--- src/rtl/reset_seq_pkg.sv ---
// Shared types and helpers for the reset sequencer: FSM states, reset-cause
// encodings and the timer width calculation.
package reset_seq_pkg;

    typedef enum logic [1:0] {
        HOLD    = 2'd0,
        RELEASE = 2'd1,
        RUN     = 2'd2,
        LOCKED  = 2'd3
    } seq_state_e;

    localparam logic [1:0] CAUSE_NONE = 2'b00;
    localparam logic [1:0] CAUSE_WDT  = 2'b01;
    localparam logic [1:0] CAUSE_SW   = 2'b10;
    localparam logic [1:0] CAUSE_BOTH = 2'b11;

    function automatic int timer_width(input int hold_cycles,
                                       input int num_domains,
                                       input int stage_delay);
        int span;
        span = (hold_cycles > num_domains * stage_delay) ? hold_cycles
                                                          : num_domains * stage_delay;
        return $clog2(span + 2);
    endfunction

endpackage

--- src/rtl/rst_seq_timer.sv ---
// Loadable up-counter with synchronous clear and an equality compare against
// a caller-supplied terminal value.
module rst_seq_timer #(
    parameter int W = 8
) (
    input  logic         clk,
    input  logic         rst_n,
    input  logic         clr_i,
    input  logic         load_i,
    input  logic [W-1:0] load_val_i,
    input  logic         en_i,
    input  logic [W-1:0] cmp_i,
    output logic         hit_o
);

    logic [W-1:0] cnt_q, cnt_d;

    // Clear beats load beats increment.
    always_comb begin
        cnt_d = cnt_q;
        if (clr_i) begin
            cnt_d = '0;
        end else if (load_i) begin
            cnt_d = load_val_i;
        end else if (en_i) begin
            cnt_d = cnt_q + W'(1);
        end
    end

    always_ff @(posedge clk or negedge rst_n) begin
        if (!rst_n) begin
            cnt_q <= '0;
        end else begin
            cnt_q <= cnt_d;
        end
    end

    assign hit_o = (cnt_q == cmp_i);

endmodule

--- src/rtl/reset_sequencer.sv ---
// Ordered, timed release of plant-monitor reset domains after a watchdog or
// software trigger. Optional storm lockout is enabled by RESET_STORM_LOCK_EN.
module reset_sequencer
    import reset_seq_pkg::*;
#(
    parameter int NUM_DOMAINS = 3,
    parameter int HOLD_CYCLES = 1000,
    parameter int STAGE_DELAY = 100,
    parameter int CNT_W       = 8,
    parameter int STORM_LIMIT = 4
) (
    input  logic                   clk,
    input  logic                   reset,
    input  logic                   wdt_reset,
    input  logic                   sw_reset_req,
    input  logic                   cause_clear,
    output logic [NUM_DOMAINS-1:0] domain_rst_n,
    output logic                   seq_busy,
    output logic [CNT_W-1:0]       reset_count,
    output logic [1:0]             last_cause,
    output logic                   storm_lock
);

    localparam int TW    = timer_width(HOLD_CYCLES, NUM_DOMAINS, STAGE_DELAY);
    localparam int IDX_W = (NUM_DOMAINS > 1) ? $clog2(NUM_DOMAINS) : 1;
    localparam logic [TW-1:0]    HOLD_CMP  = TW'(HOLD_CYCLES - 1);
    localparam logic [TW-1:0]    STAGE_CMP = TW'(STAGE_DELAY - 1);
    localparam logic [IDX_W-1:0] LAST_IDX  = IDX_W'(NUM_DOMAINS - 1);

    if (HOLD_CYCLES < 1 || STAGE_DELAY < 1 || NUM_DOMAINS < 1 || STORM_LIMIT < 1) begin : g_param_check
        $error("reset_sequencer: HOLD_CYCLES, STAGE_DELAY, NUM_DOMAINS and STORM_LIMIT must be >= 1");
    end

    seq_state_e             state_q, state_d;
    logic                   wdt_prev_q;
    logic [NUM_DOMAINS-1:0] dom_q, dom_d;
    logic                   busy_q, busy_d;
    logic [CNT_W-1:0]       count_q, count_d;
    logic [1:0]             cause_q, cause_d;
    logic [IDX_W-1:0]       idx_q, idx_d;
    logic                   window_q, window_d;

    logic wdt_rise, trig;
    logic tmr_clr, tmr_load, tmr_en, tmr_hit;
    logic [TW-1:0] tmr_cmp;

`ifdef RESET_STORM_LOCK_EN
    localparam int SW_W = $clog2(STORM_LIMIT + 1);
    logic [SW_W-1:0] storm_q, storm_d;
    logic            lock_q, lock_d;
`endif

    assign wdt_rise = wdt_reset & ~wdt_prev_q;
    assign trig     = wdt_rise | sw_reset_req;

    rst_seq_timer #(.W(TW)) u_timer (
        .clk        (clk),
        .rst_n      (reset),
        .clr_i      (tmr_clr),
        .load_i     (tmr_load),
        .load_val_i (STAGE_CMP),
        .en_i       (tmr_en),
        .cmp_i      (tmr_cmp),
        .hit_o      (tmr_hit)
    );

    always_comb begin
        state_d  = state_q;
        dom_d    = dom_q;
        busy_d   = busy_q;
        count_d  = count_q;
        cause_d  = cause_q;
        idx_d    = idx_q;
        window_d = window_q;
        tmr_clr  = 1'b0;
        tmr_load = 1'b0;
        tmr_en   = 1'b0;
        tmr_cmp  = HOLD_CMP;
`ifdef RESET_STORM_LOCK_EN
        storm_d  = storm_q;
        lock_d   = lock_q;
`endif

        if (trig) begin
            count_d = (&count_q) ? count_q : count_q + CNT_W'(1);
            if (wdt_rise && sw_reset_req) cause_d = CAUSE_BOTH;
            else if (sw_reset_req)        cause_d = CAUSE_SW;
            else                          cause_d = CAUSE_WDT;
        end else if (cause_clear) begin
            cause_d = CAUSE_NONE;
        end

        case (state_q)
            HOLD: begin
                tmr_en = 1'b1;
                if (tmr_hit) begin
                    // Preload so the first RELEASE edge frees domain 0.
                    state_d  = RELEASE;
                    tmr_load = 1'b1;
                    idx_d    = '0;
                end
            end
            RELEASE: begin
                tmr_cmp = STAGE_CMP;
                tmr_en  = 1'b1;
                if (tmr_hit) begin
                    dom_d[idx_q] = 1'b1;
                    tmr_clr      = 1'b1;
                    idx_d        = idx_q + IDX_W'(1);
                    if (idx_q == LAST_IDX) begin
                        state_d  = RUN;
                        busy_d   = 1'b0;
                        window_d = 1'b1;
                    end
                end
            end
            RUN: begin
                // The timer is reused to measure the post-release storm window.
                if (window_q) begin
                    tmr_en = 1'b1;
                    if (tmr_hit) begin
                        window_d = 1'b0;
`ifdef RESET_STORM_LOCK_EN
                        storm_d  = '0;
`endif
                    end
                end
            end
            default: ;
        endcase

        if (trig && state_q != LOCKED) begin
            state_d  = HOLD;
            dom_d    = '0;
            busy_d   = 1'b1;
            tmr_clr  = 1'b1;
            tmr_load = 1'b0;
            window_d = 1'b0;
            idx_d    = '0;
`ifdef RESET_STORM_LOCK_EN
            if (busy_q || window_q) begin
                storm_d = storm_q + SW_W'(1);
                if (int'(storm_q) + 1 >= STORM_LIMIT) begin
                    state_d = LOCKED;
                    lock_d  = 1'b1;
                end
            end
`endif
        end
    end

    always_ff @(posedge clk or negedge reset) begin
        if (!reset) begin
            state_q    <= HOLD;
            wdt_prev_q <= 1'b0;
            dom_q      <= '0;
            busy_q     <= 1'b1;
            count_q    <= '0;
            cause_q    <= CAUSE_NONE;
            idx_q      <= '0;
            window_q   <= 1'b0;
`ifdef RESET_STORM_LOCK_EN
            storm_q    <= '0;
            lock_q     <= 1'b0;
`endif
        end else begin
            state_q    <= state_d;
            wdt_prev_q <= wdt_reset;
            dom_q      <= dom_d;
            busy_q     <= busy_d;
            count_q    <= count_d;
            cause_q    <= cause_d;
            idx_q      <= idx_d;
            window_q   <= window_d;
`ifdef RESET_STORM_LOCK_EN
            storm_q    <= storm_d;
            lock_q     <= lock_d;
`endif
        end
    end

    assign domain_rst_n = dom_q;
    assign seq_busy     = busy_q;
    assign reset_count  = count_q;
    assign last_cause   = cause_q;
`ifdef RESET_STORM_LOCK_EN
    assign storm_lock   = lock_q;
`else
    assign storm_lock   = 1'b0;
`endif

endmodule

--- config.mk ---
export PLATFORM = sky130hd
export DESIGN_NAME = reset_sequencer
export DESIGN_NICKNAME = d
export VERILOG_FILES = /design/src/rtl/reset_seq_pkg.sv /design/src/rtl/rst_seq_timer.sv /design/src/rtl/reset_sequencer.sv
export SDC_FILE = /design/constraint.sdc
export NUM_CORES = 1
export LEC_CHECK = 0
export BUFFER_PORTS_ARGS = -buffer_cell sky130_fd_sc_hd__buf_2
export CAP_MARGIN = 15
export CORE_UTILIZATION = 54
export DETAILED_ROUTE_END_ITERATION = 10
export HOLD_SLACK_MARGIN = 0.08
export PLACE_DENSITY = 0.8
export RECOVER_POWER = 25
export SLEW_MARGIN = 20
export SYNTH_ARGS = -nofsm -noshare
export SYNTH_HDL_FRONTEND = slang
export SYNTH_HIERARCHICAL = 1
export SYNTH_SLANG_ARGS = --single-unit
export TNS_END_PERCENT = 10
--- constraint.sdc ---
create_clock -name clk -period 4.1 [get_ports clk]
set_input_delay 0.205 -clock clk [delete_from_list [all_inputs] [get_ports clk]]
set_output_delay 0.205 -clock clk [all_outputs]
set_load 0.05 [all_outputs]
==> results by group <==
Timing
  • Fin. Hold Viols: 0
  • Relative slew margins: -0.0635
  • Slew Limit Fails: 31
  • Final hold slack: around 0.18 ns
  • Worst Skew: 0.00736 ns
  • Setup-failing EPs final: 0
  • Period utilization: 0.768
  • Slew @ Worst Pin: ~1.6 ns
  • Achievable frequency: 0.318 GHz
  • RSZ-0062 raised after global routing: false
  • TNS Setup: 0 ns
  • Fin crit period: between 3 and 4 ns

Critical path
  • CP startpoint kind: register
  • Worst r2r dst: u_timer/cnt_q[9]$_DFFE_PN0P_
  • Worst r2r src: state_q[1]$_DFFE_PN0P_
  • R2r setup slk: 0.95 ns
  • R2R depth: 9
  • Crit path from: state_q[1]$_DFFE_PN0P_
  • Worst-path maximum fanout: 18
  • Critical path required time: 4.32 ns
  • Crit end category: register
  • Critical Path Sink: u_timer/cnt_q[9]$_DFFE_PN0P_
  • Crit path kind: reg -> reg
  • WP data arrival: 3.36 ns

Place
  • PortBufs: 18
  • RD Place Congestion: 0.812
  • Cells after DPL: 246
  • DP HPWL: 2.60 mm

Cells and area
  • Multi-input logic area: 961 um^2
  • Final core occ: 0.646
  • NumNets Final: 221
  • Post-Layout Cell Count: 256
  • Layout cells sized above 1: 0.170
  • Ant diodes: 0
  • FF/Latch Area: 752 um^2
  • Fill cell count: 257
  • Most common cell after layout, fill and taps aside: dfrtp_1
  • Most frequent cells in the layout: dfrtp_1 (29), conb_1 (17), buf_2 (16)
  • Layout area overhead: 14.2%

Die
  • Die height: slightly below 60 um
  • Initial Util: 0.566
  • Row Count: 20
  • Core area: about 3100 um^2
  • Die W: ~59 um
  • Full die area: 3430 um^2
  • Ports: 20

GRT
  • First-pass GRT wire length: between 6 and 7 mm
  • Initial antenna violation count: 0
  • Vias in the first global route: between 1000 and 1500
  • Largest net degree at the start of global routing: 31
  • GRT overflow: 0
  • GRT Total Usage: 0.238

Drt
  • Post-route DRC: 0
  • DRT Wirelength: 3.67 mm
  • Vias per cell: about 5.6
  • DR WL/cell: approximately 14 um
  • Iteration count of the initial detailed-routing pass: 4
  • Post-route ant nets: 0
  • Starting DRT DRC Count: 52
  • Via Count: 1434

Power and ir drop
  • Sw Ratio: 0.421
  • Logic pwr share: 0.343
  • Clk network pwr share: 0.210
  • Sw Pwr: 0.367 mW
  • Internal power: 0.505 mW
  • Max VDD drop: 0.249 mV
  • Static leakage: 0.831 nW
  • Cell area power density: between 400 and 500 nW/um^2
  • Tot Pwr: 0.873 mW
  • Seq pwr share: 0.447

Clock tree
  • Clock transition at path regs: 0.09 ns
  • CTS tree: yes
  • Root Buffer: clkbuf_4
  • Post-CTS Hold Buffers: 2
  • H-tree level count: 2
  • # resized after CTS: 0
  • Post-CTS setup buffers: 0
  • Worst skew pair latency: 0.33 ns
  • Clock buffer depth: 2
  • Clk sink count: 30
  • CTS Buf Count: 5

Synthesis
  • Cells after Synth: 175
  • Seq/Total Area, Yosys: 0.436
  • Flops & latches, synth: 30
  • Area of the mapped netlist: 1730 um^2
  • EDFF count, synth: 0
  • Total number of yosys warnings: 6
  • Ys async rst share: 1.00
  • Avg Cell Area, Syn: 9.87 um^2
  • Area leader, netlist: dfrtp_1
  • Predominant post-synthesis flop cell: dfrtp_1
  • Yosys top cell area share: 0.420
  • Synth area leaders: dfrtp_1 (42%), xnor2_1 (5.6%), xor2_1 (4.1%)
  • Distinct cells, synth: 47

Outcome
  • Failing checks: capacitance limit, slew limit
  • Status: complete, but fails checks

Min path
  • Worst Hold Class: in -> reg

Run
  • MaxCap Viol Count: 1
[worst min path at each step]
stage	slack (ns)	cells after the start	endpoint	from
after floorplan	-0.09	0	domain_rst_n[0]$_DFFE_PN0P_	reset
after global placement	0.26	1	reset_count[0]$_DFFE_PN0P_	reset
after detailed placement	0.27	1	reset_count[3]$_DFFE_PN0P_	reset
after CTS	0.17	3	last_cause[1]$_DFFE_PN0P_	cause_clear
after global routing	0.18	3	last_cause[0]$_DFFE_PN0P_	cause_clear
final	0.18	3	last_cause[1]$_DFFE_PN0P_	cause_clear
[critical path, stage by stage, from the launching register on]
cell and delay [ns]:
dfrtp_1 0.54, nand2b_1 0.32, xnor2_1 0.22, nand4_1 0.12, nor4_1 0.20, buf_4 0.20, nor4b_4 0.37, and2_1 0.23
clkinv_1 0.40, a311oi_1 0.43
[power by group through the flow]
stage	clock, mW	sequential, mW	combinational, mW
floorplan	0	0.521	0.0990
global placement	0	0.389	0.292
detailed placement	0	0.395	0.299
CTS	0.190	0.389	0.301
global route	0.199	0.397	0.323
finish	0.184	0.390	0.299
[logic make-up (layout without fill, tap and decap cells)]
group | Yosys count | after routing | share of synthesized area
AO/OA/AOI/OAI | 38 | 38 | 0.149
XOR/XNOR | 19 | 19 | 0.0964
adder cells (fa/ha/maj) | 5 | 5 | 0.0362
buffers and inverters | 15 | 37 | 0.0362
flip-flops | 30 | 30 | 0.436
multiplexers | 4 | 4 | 0.0254
other | 2 | 17 | 0.00435
AND/OR/NAND/NOR | 62 | 62 | 0.217
[cell usage after synthesis (all sizes together) (4+ instances only)]
library cell  count
dfrtp            29
nand2            14
nand3            12
nor2             11
xnor2            11
o21ai             9
xor2              8
a21oi             7
inv               7
nand4             7
a311oi            5
ha                5
buf               4
[metrics by stage]
step                      area (um^2)  worst slack [ns]
after floorplan                  1780              1.02
after global placement           1900              1.27
after detailed placement         1900              1.01
after CTS                        1980             0.977
after global routing             1970             0.692
final                            1970             0.951
[sequential cells by signal, summed over array words and instances (netlist names)]
signal,flops
domain_rst_n,3
idx_q,2
last_cause,2
reset_count,8
seq_busy,1
state_q,2
u_timer/cnt_q,10
wdt_prev_q,1
window_q,1
[layer usage]
metal  track usage  wire (um)  vias to the layer above  share of wire
li1              -          -                      685              -
met1         0.276       1570                      707           0.43
met2         0.424       1920                       37           0.52
met3        0.0615        146                        5          0.040
met4        0.0850         35                        0         0.0095
met5             0          0                        -              0
[layout make-up]
type | count | share of cell area
repair buffers | 21 | 0.0584
flip-flops and latches | 30 | 0.381
well taps | 44 | 0.0279
inverters | 8 | 0.0152
clock buffers | 8 | 0.0298
multi-input cells | 145 | 0.487
(Power assumes the default switching activity.)
